===== config.mk =====
export PLATFORM = sky130hd
export DESIGN_NAME = i2s_frame_scheduler
export DESIGN_NICKNAME = d
export VERILOG_FILES = /design/src/rtl/i2s_frame_scheduler.sv
export SDC_FILE = /design/constraint.sdc
export NUM_CORES = 1
export LEC_CHECK = 0
export ABC_AREA = 1
export CORE_MARGIN = 2
export CORE_UTILIZATION = 52
export CTS_CLUSTER_DIAMETER = 40
export DETAILED_ROUTE_END_ITERATION = 8
export GPL_ROUTABILITY_DRIVEN = 0
export PLACE_DENSITY = 0.94
export SETUP_SLACK_MARGIN = 0.05
export SLEW_MARGIN = 10
export SYNTH_ARGS = -nofsm -noshare
export SYNTH_HDL_FRONTEND = slang
export SYNTH_SLANG_ARGS = --single-unit

===== constraint.sdc =====
create_clock -name clk -period 4.8 [get_ports clk]
set_clock_uncertainty 0.2 [all_clocks]
set_input_delay 0.96 -clock clk [delete_from_list [all_inputs] [get_ports clk]]
set_output_delay 0.96 -clock clk [all_outputs]
set_load 0.01 [all_outputs]

===== src/rtl/i2s_frame_scheduler.sv =====
// i2s_frame_scheduler
//   Moves one mono sample per I2S frame from the receiver, through the DSP
//   pipeline, and into the transmitter sample register, all in the clk domain.
//   A per-frame deadline aborts frames the DSP cannot finish in time.
//   Build option: define I2S_SCHED_MUTE_ON_OVERRUN_EN to force tx_sample to zero
//   (with a tx_update pulse) whenever a frame is aborted; by default the
//   previous tx_sample is held and no update is signalled.
module i2s_frame_scheduler #(
  parameter int DATA_WIDTH      = 24,
  parameter int SYNC_STAGES     = 2,
  parameter int DEADLINE_CYCLES = 1000,
  parameter int OVR_WIDTH       = 16
) (
  input  logic                  clk,
  input  logic                  reset,
  input  logic                  enable,
  input  logic                  lrclk_in,
  input  logic [DATA_WIDTH-1:0] rx_sample,
  output logic [DATA_WIDTH-1:0] dsp_in_data,
  output logic                  dsp_in_valid,
  input  logic                  dsp_in_ready,
  input  logic [DATA_WIDTH-1:0] dsp_out_data,
  input  logic                  dsp_out_valid,
  output logic                  dsp_out_ready,
  output logic                  dsp_flush,
  output logic [DATA_WIDTH-1:0] tx_sample,
  output logic                  tx_update,
  output logic                  frame_tick,
  output logic                  busy,
  output logic [OVR_WIDTH-1:0]  overrun_count
);

  // Deadline counter must be able to hold DEADLINE_CYCLES-1 and one beyond.
  localparam int CNT_W = $clog2(DEADLINE_CYCLES + 1);
  localparam logic [CNT_W-1:0] DL_LAST = CNT_W'(DEADLINE_CYCLES - 1);

  typedef enum logic [1:0] {
    S_IDLE   = 2'd0,
    S_ISSUE  = 2'd1,
    S_WAIT   = 2'd2,
    S_COMMIT = 2'd3
  } state_t;

  // Saturating increment for the overrun counter: sticks at all-ones.
  function automatic logic [OVR_WIDTH-1:0] sat_inc(input logic [OVR_WIDTH-1:0] v);
    if (&v) begin
      return v;
    end
    return v + OVR_WIDTH'(1);
  endfunction

  // Synchroniser and edge detector.
  logic [SYNC_STAGES-1:0] sync_q, sync_d;
  logic                   lr_prev_q, lr_prev_d;
  logic                   frame_tick_q, frame_tick_d;

  // Frame sequencing.
  state_t                 state_q, state_d;
  logic [CNT_W-1:0]       dl_cnt_q, dl_cnt_d;
  logic [OVR_WIDTH-1:0]   ovr_q, ovr_d;

  // Sample registers.
  logic [DATA_WIDTH-1:0]  dsp_in_data_q, dsp_in_data_d;
  logic [DATA_WIDTH-1:0]  result_q, result_d;
  logic [DATA_WIDTH-1:0]  tx_sample_q, tx_sample_d;
  logic                   tx_update_q, tx_update_d;

  // Per-cycle decision terms.
  logic                   in_flight;
  logic                   result_now;
  logic                   deadline_hit;

  // Shift lrclk through the synchroniser; the tick is registered once more so
  // it appears SYNC_STAGES+1 clocks after the lrclk_in rising edge.
  always_comb begin
    sync_d       = {sync_q[SYNC_STAGES-2:0], lrclk_in};
    lr_prev_d    = sync_q[SYNC_STAGES-1];
    frame_tick_d = sync_q[SYNC_STAGES-1] & ~lr_prev_q;
  end

  // Next-state, sample capture, abort handling and handshake outputs.
  always_comb begin
    state_d       = state_q;
    dl_cnt_d      = dl_cnt_q;
    ovr_d         = ovr_q;
    dsp_in_data_d = dsp_in_data_q;
    result_d      = result_q;
    tx_sample_d   = tx_sample_q;
    tx_update_d   = 1'b0;
    dsp_in_valid  = 1'b0;
    dsp_out_ready = 1'b0;
    dsp_flush     = 1'b0;

    in_flight    = (state_q == S_ISSUE) || (state_q == S_WAIT);
    // A result arriving on the last allowed cycle still counts as on time.
    result_now   = (state_q == S_WAIT) && dsp_out_valid;
    deadline_hit = in_flight && (dl_cnt_q == DL_LAST) && !result_now;

    // Counter holds clocks elapsed since the frame tick (tick cycle = 0).
    if (state_q != S_IDLE) begin
      dl_cnt_d = dl_cnt_q + CNT_W'(1);
    end

    case (state_q)
      S_IDLE: begin
        state_d = S_IDLE;
      end
      S_ISSUE: begin
        dsp_in_valid = 1'b1;
        if (dsp_in_ready) begin
          state_d = S_WAIT;
        end
      end
      S_WAIT: begin
        dsp_out_ready = 1'b1;
        if (dsp_out_valid) begin
          result_d = dsp_out_data;
          state_d  = S_COMMIT;
        end
      end
      S_COMMIT: begin
        // The result is already in hand, so commit is never aborted.
        tx_sample_d = result_q;
        tx_update_d = 1'b1;
        state_d     = S_IDLE;
      end
      default: begin
        state_d = S_IDLE;
      end
    endcase

    if (in_flight && !enable) begin
      // Leaving DSP mode is a deliberate stop, not an overrun.
      dsp_flush = 1'b1;
      state_d   = S_IDLE;
    end else if (in_flight && (frame_tick_q || deadline_hit)) begin
      // Tick and deadline together are a single abort.
      dsp_flush = 1'b1;
      ovr_d     = sat_inc(ovr_q);
      state_d   = S_IDLE;
`ifdef I2S_SCHED_MUTE_ON_OVERRUN_EN
      tx_sample_d = '0;
      tx_update_d = 1'b1;
`else
      tx_sample_d = tx_sample_q;
`endif
    end

    // A tick always starts the new frame, after any abort above.
    if (frame_tick_q) begin
      if (enable) begin
        dsp_in_data_d = rx_sample;
        dl_cnt_d      = CNT_W'(1);
        state_d       = S_ISSUE;
      end else begin
        tx_sample_d = rx_sample;
        tx_update_d = 1'b1;
      end
    end
  end

  // Control and output registers; async reset returns everything to zero/IDLE.
  always_ff @(posedge clk or posedge reset) begin
    if (reset) begin
      sync_q        <= '0;
      lr_prev_q     <= 1'b0;
      frame_tick_q  <= 1'b0;
      state_q       <= S_IDLE;
      dl_cnt_q      <= '0;
      ovr_q         <= '0;
      dsp_in_data_q <= '0;
      tx_sample_q   <= '0;
      tx_update_q   <= 1'b0;
    end else begin
      sync_q        <= sync_d;
      lr_prev_q     <= lr_prev_d;
      frame_tick_q  <= frame_tick_d;
      state_q       <= state_d;
      dl_cnt_q      <= dl_cnt_d;
      ovr_q         <= ovr_d;
      dsp_in_data_q <= dsp_in_data_d;
      tx_sample_q   <= tx_sample_d;
      tx_update_q   <= tx_update_d;
    end
  end

  // DSP result holding register; only read in COMMIT, so it needs no reset.
  always_ff @(posedge clk) begin
    result_q <= result_d;
  end

  assign dsp_in_data   = dsp_in_data_q;
  assign tx_sample     = tx_sample_q;
  assign tx_update     = tx_update_q;
  assign frame_tick    = frame_tick_q;
  assign busy          = (state_q != S_IDLE);
  assign overrun_count = ovr_q;

endmodule


==> results of run 1 <==
## flip-flops by register name, indices dropped and copies added (netlist names)
register       flops
tx_sample         24
tx_update          1
overrun_count     16
result_q          24
frame_tick         1
dsp_in_data       24
sync_q             2
state_q            2
dl_cnt_q          10
lr_prev_q          1
## power by group through the flow
stage	clock network (uW)	logic (uW)	registers, uW
6_report	594	1220	1340
5_1_grt	640	1350	1370
2_1_floorplan	0	554	1400
4_1_cts	605	1230	1340
3_5_place_dp	0	1220	1350
3_3_place_gp	0	1170	1330
## layout make-up
class	instances	area [um2]
flip-flops and latches	105	2748
clock inverters	7	95.09
fillers	675	2748
clock buffers	9	123.9
inverters	83	316.6
repair buffers	127	1261
well taps	111	138.9
multi-input cells	359	1722
## layer usage
metal / share of wire (%) / wire, um
met5: 0 / 0
met4: 1.2 / 140
met3: 7.6 / 888
met2: 52 / 6090
met1: 39 / 4625
## per-stage QoR
| step | util, % | total power [uW] | area [um2] |
|---|---|---|---|
| floorplan | - | 1958 | 4873 |
| finish | 69.98 | 3149 | 6405 |
| global route | 69.98 | 3362 | 6405 |
| CTS | 69.97 | 3171 | 6404 |
| global placement | 67.57 | 2501 | 6185 |
| detailed placement | 67.57 | 2575 | 6185 |
## critical path: stages
cell and delay [ps]:
clkdlybuf4s50_1 440, nand2_1 80, inv_1 50, nor2_1 80, nand3_1 120, nand2_4 130, nand2_1 70, nand2_1 110
clkdlybuf4s50_1 550
## logic make-up (layout without fill, tap and decap cells)
group           Yosys count  in the layout  share of synthesized area (%)
fa+ha+maj                 6              6                          1.540
simple gates            304            304                          26.62
compound gates           35             35                          4.596
xor+xnor                 14             14                          2.516
flops                   105            105                          56.38
buf+inv                 101            226                          8.344
## cells in the mapped netlist
cell and instances:
a21oi_1 5, a31oi_1 1, buf_1 3, buf_2 2
buf_4 2, buf_6 2, clkbuf_1 9, dfrtp_1 81
edfxtp_1 24, ha_1 6, inv_1 72, inv_2 10
inv_4 1, nand2_1 196, nand2_2 9, nand2_4 1
nand3_1 59, nand3_4 1, nand4_1 4, nand4_2 1
nor2_1 26, nor3_1 6, nor3_4 1, o21a_1 1
o21ai_0 13, o21ai_1 3, o21ai_2 12, xnor2_1 5
xor2_1 9
## how the worst max path moves through the flow
stage | cells past startpoint | endpoint | slack (ps) | startpoint
floorplan | 1 | dl_cnt_q[0] | 1560 | reset
global route | 9 | dsp_flush | 930 | dsp_out_valid
detailed placement | 9 | dsp_flush | 1040 | dsp_out_valid
global placement | 9 | dsp_flush | 1130 | dsp_out_valid
finish | 9 | dsp_flush | 1050 | dsp_out_valid
CTS | 9 | dsp_flush | 1040 | dsp_out_valid
==> results.ini, run 1 <==
[cts]
cts_buffers = 9
cts-root-buf = clkbuf_8
clk_pin_slew_worst_paths_ps = 120
cts-resized-gates = 0
insertion_delay_ps = 360
cts_tree = done
cts_sinks = 105
cts_setup_buffers = 0
cts_buffer_depth = 2
h-tree-depth = 3
cts-hold-fix-buffers = 0

[floorplan]
die_w_um = 100.8
initial_core_util_pct = 53.25
ios = 124
die_area_um2 = 10160
die_h_um = 100.8
coreArea_um2 = 9153
row_count = 35

[worst_hold_path]
min_from = sync_q[0]
hold_depth = 0
hp-class = register to register
holdPathEnd = sync_q[1]

[finish]
layout-drive-gt1-share_pct = 8.406
fin_nets = 745
fin_cells = 801
areaGrowthSynthToFinish_pct = 31.42
final_common_cell = nand2_1
antennaDiodeCount = 0
layout_common_cells = nand2_1, clkdlybuf4s50_1, dfrtp_1

[routing]
vias = 4070
dr.pass1.iters = 5
drt_iter0_drc = 123
wire_per_inst_um = 14.66
viasPerCell = 5.081
wirelength_um = 11750
ant_nets = 0
drc_errors = 0

[critical_path]
critPathLaunchType = input pin
cp.arrival_ps = 2590
r2r_start = state_q[0]
endpoint_kind = output pin
regToRegSetupSlack_ps = 1990
reg2reg_depth = 12
critPathRequiredTime_ps = 3640
worstSetupPathType = input pin to output pin
r2r_end = tx_sample[0]
crit_path_max_fanout = 7

[yosys]
syn_inst = 565
yosys-top-cells-area = dfrtp_1, nand2_1, edfxtp_1
synth.yosys.seq_area_share_pct = 56.38
yosysTopAreaCell = dfrtp_1
avgSynthCellArea_um2 = 8.626
synth_top_area_share_pct = 41.59
syn_area_um2 = 4873
synth_fp_nets = 625
synth_warnings = 0
ys_ff_latch = 105
synthDistinctLibCells = 29

[timing]
tightest_slew_ps = 1016
slew_headroom_pct = 32.12
final.min_clock_period_ps = 3750
hold_slack_ps = 179.2
setup_viol = 0
period_share_pct = 78.13
maxSlewViolCount = 0
rsz0062_at_grt = no
fin_ws_ps = 1050
finalHoldViolations = 0
fmax_ghz = 0.2667
timing.setup.tns_ps = 0

[place]
dp_hpwl_um = 8589
io_buffers = 123
dp_slack_ps = 1038
dpl.cell_count = 785

[power]
peakVddDrop_v = 0.0002879
clkPwrFrac_pct = 18.9
p_leak_uw = 0.003075
p_comb_share_pct = 38.7
power_density_nw_per_um2 = 491.6
p_sw_uw = 1133
pwr-share-seq_pct = 42.4
swShare_pct = 35.97
p_int_uw = 2016

[flow_run]
maxCapViolations = 0

[global_route]
grt_pass1_vias = 4070
grt_use_total_pct = 24.59
met2_usage_pct = 43.28
grt_pass1_wl_um = 19420
grt_overflow = 0
globalRouteMet3Util_pct = 7.143
grt_busiest_layer = met2
grtUsageMet1_pct = 28.96
antenna_found_initial = 0
grt_start_max_net_pins = 64

[outcome]
outcome = finished clean

Note: power is estimated with default switching activity, not from simulation.
==> run 2, diff against run 1 <==
--- a/config.mk
+++ b/config.mk
@@ -7,11 +7,11 @@
 export LEC_CHECK = 0
 export ABC_AREA = 1
 export CORE_MARGIN = 2
-export CORE_UTILIZATION = 52
+export CORE_UTILIZATION = 44
 export CTS_CLUSTER_DIAMETER = 40
 export DETAILED_ROUTE_END_ITERATION = 8
 export GPL_ROUTABILITY_DRIVEN = 0
-export PLACE_DENSITY = 0.94
+export PLACE_DENSITY = 0.86
 export SETUP_SLACK_MARGIN = 0.05
 export SLEW_MARGIN = 10
 export SYNTH_ARGS = -nofsm -noshare
==> constraint.sdc (replaced) <==
create_clock -name clk -period 3.1 [get_ports clk]
set_clock_uncertainty 0.2 [all_clocks]
set_input_delay 0.62 -clock clk [delete_from_list [all_inputs] [get_ports clk]]
set_output_delay 0.62 -clock clk [all_outputs]
set_load 0.01 [all_outputs]
==> run 2 against run 1 <==
Sequential power increased by 54%; critical path depth increased by 1; wire length increased by 2.8%; sequential share of layout area decreased by 0.53 points; final cell count increased by 4.4%; core utilization decreased by 10 points; non-clock buffer count increased by 6; worst hold slack got worse by 19 ps; largest power group unchanged.
==> results.ini, run 2 (same netlist as run 1, synthesis figures left out) <==
[critical_path]
crit_start = state_q[0]  ; was dsp_out_valid
critPathRequiredTime_ps = 2280  ; was 3640 ps
r2r_end = tx_sample[1]  ; was tx_sample[0]
crit_path_max_fanout = 4  ; was 7
reg2reg_depth = 14  ; was 12
r2r_start = state_q[0]  ; unchanged
endpoint = dsp_flush  ; unchanged
worstSetupPathType = register to output pin  ; was input pin to output pin
endpoint_kind = output pin  ; unchanged
cp.arrival_ps = 1780  ; was 2590 ps
critPathLaunchType = register  ; was input pin
regToRegSetupSlack_ps = 760  ; was 1990 ps

[place]
io_buffers = 123  ; unchanged
dp_hpwl_um = 8823  ; was 8589 um
place_area_um2 = 6271  ; was 6185 um2

[cts]
h-tree-depth = 3  ; unchanged
cts-root-buf = clkbuf_8  ; unchanged
cts_buffers = 9  ; unchanged
cts_sinks = 105  ; unchanged
cts_tree = done  ; unchanged
clk_pin_slew_worst_paths_ps = 110  ; was 120 ps
cts-hold-fix-buffers = 0  ; unchanged
insertion_delay_ps = 370  ; was 360 ps
cts_buffer_depth = 2  ; unchanged

[timing]
rsz0062_at_grt = no  ; unchanged
setup_viol = 0  ; unchanged
period_share_pct = 83.94
final.min_clock_period_ps = 2602
slew_headroom_pct = 58.05  ; was 32.12%
timing.setup.tns_ps = 0  ; unchanged
maxSlewViolCount = 0  ; unchanged
tightest_slew_ps = 629.2  ; was 1016 ps
finalHoldViolations = 0  ; unchanged
fmax_ghz = 0.3843

[global_route]
antenna_found_initial = 0  ; unchanged
grt_pass1_wl_um = 19850  ; was 19420 um
grt_use_total_pct = 21.64  ; was 24.59%
grt_start_max_net_pins = 37  ; was 64
grt_pass1_vias = 4217  ; was 4070
grt_overflow = 0  ; unchanged

[power]
p_int_uw = 3094  ; was 2016 uW
peakVddDrop_v = 0.0003769  ; was 0.0002879 V
p_sw_uw = 1762  ; was 1133 uW
swShare_pct = 36.29  ; was 35.97%
pwr-share-seq_pct = 42.6  ; was 42.4%
power_density_nw_per_um2 = 748.8  ; was 491.6 nW/um2
p_leak_uw = 0.003118  ; was 0.003075 uW
p_comb_share_pct = 39.5  ; was 38.7%
clkPwrFrac_pct = 17.9  ; was 18.9%

[finish]
areaGrowthSynthToFinish_pct = 33.07  ; was 31.42%
layout-drive-gt1-share_pct = 9.195  ; was 8.406%
nFillCells = 925  ; was 675
layout_common_cells = nand2_1, clkdlybuf4s50_1, dfrtp_1  ; unchanged
finish.instance_area_um2 = 6485  ; was 6405 um2
fin_nets = 751  ; was 745
final_common_cell = nand2_1  ; unchanged
antennaDiodeCount = 0  ; unchanged

[routing]
wirelength_um = 12070  ; was 11750 um
ant_nets = 0  ; unchanged
drc_errors = 0  ; unchanged
vias = 4119  ; was 4070
dr.pass1.iters = 5  ; unchanged
viasPerCell = 4.927  ; was 5.081
drt_iter0_drc = 271  ; was 123
wire_per_inst_um = 14.44  ; was 14.66 um

[floorplan]
die_w_um = 109.2  ; was 100.8 um
coreArea_um2 = 10840  ; was 9153 um2
initial_core_util_pct = 44.96  ; was 53.25%
die_h_um = 109.2  ; was 100.8 um
ios = 124  ; unchanged
die_area_um2 = 11930  ; was 10160 um2
row_count = 38  ; was 35

[outcome]
outcome = finished clean  ; unchanged

[worst_hold_path]
hp-class = register to register  ; unchanged

[flow_run]
maxCapViolations = 0  ; unchanged

## run 2: repair_timing
action                                 4_1_cts  5_1_grt
resized for setup                            0        1
setup endpoints to repair                    1        1
endpoints found under the hold margin        0        0
setup buffers                                1        0
## run 2: worst min-delay path by stage
| stage | startpoint | depth (start not counted) | slack, ps | endpoint |
|---|---|---|---|---|
| 2_1_floorplan | sync_q[0] | 0 | 130 | sync_q[1] |
| 3_3_place_gp | sync_q[0] | 0 | 140 | sync_q[1] |
| 3_5_place_dp | sync_q[0] | 0 | 140 | sync_q[1] |
| 4_1_cts | sync_q[0] | 0 | 160 | sync_q[1] |
| 5_1_grt | sync_q[0] | 0 | 180 | sync_q[1] |
| 6_report | sync_q[0] | 0 | 160 | sync_q[1] |
## run 2: critical path, cell delays in order, from the launching register on
cell and delay [ps]:
dfrtp_1 360, inv_1 70, ha_1 250, nand2_1 90, inv_1 50, nor2_1 80
nand3_1 130, nand2_4 80, nand2_1 40, nand2_1 90, dlymetal6s2s_1 170
## run 2: layout make-up
cell class	count	area, um2	area share (%)
Clock inverter	6	55.05	0.8489
Inverter	83	315.3	4.862
Multi-Input combinational cell	359	1722	26.55
Clock buffer	10	148.9	2.296
Tap cell	140	175.2	2.701
Sequential cell	105	2748	42.37
Timing Repair Buffer	133	1321	20.37
## run 2: per-stage QoR
stage	hold slack, ps	cells	setup slack, ps	utilization [%]	total power (uW)
after floorplan	131.2	565	199.9	-	3032
after global placement	135.8	819	192.0	57.85	3908
after detailed placement	137.1	819	158.3	57.85	4012
after CTS	162.6	836	93.24	59.80	4891
after global routing	180.2	836	313.8	59.82	5183
final	159.9	836	497.9	59.82	4856
## run 2: power by group through the flow
stage | Sequential [uW] | Clock [uW] | Combinational [uW]
6_report | 2070 | 869 | 1920
5_1_grt | 2110 | 945 | 2130
4_1_cts | 2060 | 889 | 1940
3_3_place_gp | 2070 | 0 | 1840
2_1_floorplan | 2170 | 0 | 858
3_5_place_dp | 2090 | 0 | 1920
## run 2: layer usage
layer | track usage, % | vias to the layer above | routed length [um] | share of wire (%)
met1 | 24.56 | 1938 | 4768 | 40
met2 | 39.09 | 148 | 6264 | 52
met4 | 9.313 | 0 | 261 | 2.2
li1 | - | 2011 | - | -
met3 | 4.662 | 22 | 776 | 6.4
met5 | 0 | - | 0 | 0
==> variant, RTL diff (flow settings as in run 1) <==
Re-encode `state_t` (4 states) as Gray code, 2 bits wide.
--- a/src/rtl/i2s_frame_scheduler.sv
+++ b/src/rtl/i2s_frame_scheduler.sv
@@ -37,6 +37,6 @@
   typedef enum logic [1:0] {
-    S_IDLE   = 2'd0,
-    S_ISSUE  = 2'd1,
-    S_WAIT   = 2'd2,
-    S_COMMIT = 2'd3
+    S_IDLE   = 2'b00,
+    S_ISSUE  = 2'b01,
+    S_WAIT   = 2'b11,
+    S_COMMIT = 2'b10
   } state_t;
Check against the original RTL: same outputs for any inputs over 10 cycles, from zero or initial values and one cycle with reset high; not proved beyond that.
==> variant against run 1 <==
Routed wire length down 10%; via count down 10%; worst setup slack improved by 0.037 ns; synthesized area shrank 9.6%; design area is 7.8% lower; sequential cell count did not move; critical path type unchanged; critical endpoint unchanged; largest cell class unchanged; highest routed layer unchanged.
Power is not compared: it rests on default switching activity, and its combinational part moved more than twofold at a synthesized area within 25%.
==> variant: results (changes against run 1) <==
global_routing:
  grt_start_max_net_pins: 54  # -16%
  use_met3: 0.0603  # -0.0111
  grtUsageTotal: 0.242  # -0.00394
  use_met2: 0.402  # -0.0312
  grt_pass1_vias: 3682  # -9.5%
  grt_util_met1: 0.302  # +0.0120
  grt_pass1_wl_um: 16900  # -13%
detailed_routing:
  drt_iter0_drc: 245  # +99%
  totalWireLength_um: 10600  # -10%
  vias_per_cell: 5.25  # +3.4%
placement:
  dp_hpwl_um: 7790  # -9.3%
  postPlaceCellArea_mm2: 0.00572  # -7.5%
synthesis:
  synth_nets: 522  # -16%
  synthArstFlopShare: 0.771  # unchanged
  netlist_top_cells_count: "nand2_1 (135), dfrtp_1 (81), nor2_1 (59)"
  ys_types: 27  # -6.9%
  ys_seq_area_frac: 0.623  # +0.0595
  synth_area_leaders: "dfrtp_1 (46%), edfxtp_1 (16%), nand2_1 (11%)"
worst_setup_path:
  cp_top_family: "buffers and inverters"
  worstPathArrival_ns: 2.55  # -0.04 ns
  cp_max_fo: 5  # -2
cts:
  htree_levels: 3  # unchanged
  clk_pin_slew_worst_paths_ns: 0.10  # -0.02 ns
sta:
  worst_pin_slew_ns: 1.08  # +0.0609 ns
finish:
  drive_gt1_frac: 0.0508  # -0.0333
  design_area_mm2: 0.00591  # -7.8%
  final_nets: 642  # -14%
  fillers: 587  # -13%
outcome:
  status: "complete, no violations"
hold_path:
  hold_class: "flip-flop to flip-flop"
## variant: cells by family after synthesis
logic type      synth area share
simple gates               0.194
flops                      0.623
compound gates            0.0951
buf+inv                   0.0500
xor+xnor                  0.0318
fa+ha+maj                0.00568
## variant: through the flow
step / cells / setup slack, ns
2_1_floorplan: 466 / 1.56
3_3_place_gp: 680 / 1.17
3_5_place_dp: 680 / 1.08
4_1_cts: 696 / 1.07
5_1_grt: 696 / 1.00
6_report: 696 / 1.09
## variant: worst paths after layout
path,startpoint,to,slack [ns],depth (start not counted)
worst max-delay path,dsp_out_valid,dsp_flush,1.09,7
worst min-delay path,sync_q[0]$_DFF_PP0_,sync_q[1]$_DFF_PP0_,0.18,0
worst max register to register,state_q[0]$_DFF_PP0_,tx_sample[18]$_DFF_PP0_,1.98,5
worst min register to register,sync_q[0]$_DFF_PP0_,sync_q[1]$_DFF_PP0_,0.18,0
max in group asynchronous,reset,overrun_count[0]$_DFFE_PP0P_,2.61,3
min in group asynchronous,reset,overrun_count[4]$_DFFE_PP0P_,0.88,2
## variant: area by class of cell
cell class              count  share of cell area
inverters                  36              0.0231
multi-input cells         307               0.244
clock buffers               9              0.0210
flip-flops and latches    105               0.465
well taps                 105              0.0222
clock inverters             7              0.0106
repair buffers            127               0.214
## variant: where the power goes
| group | internal [mW] | leakage (nW) | switching, mW |
|---|---|---|---|
| sequential | 1.01 | 1.24 | 0.0754 |
| clock | 0.201 | 0.0980 | 0.312 |
| combinational | 0.244 | 1.27 | 0.200 |
## variant: metal layers
| metal | vias to the layer above | share of wire |
|---|---|---|
| met2 | 163 | 0.50 |
| li1 | 1751 | - |
| met1 | 1721 | 0.41 |
| met3 | 21 | 0.077 |
| met4 | 0 | 0.021 |
| met5 | - | 0 |
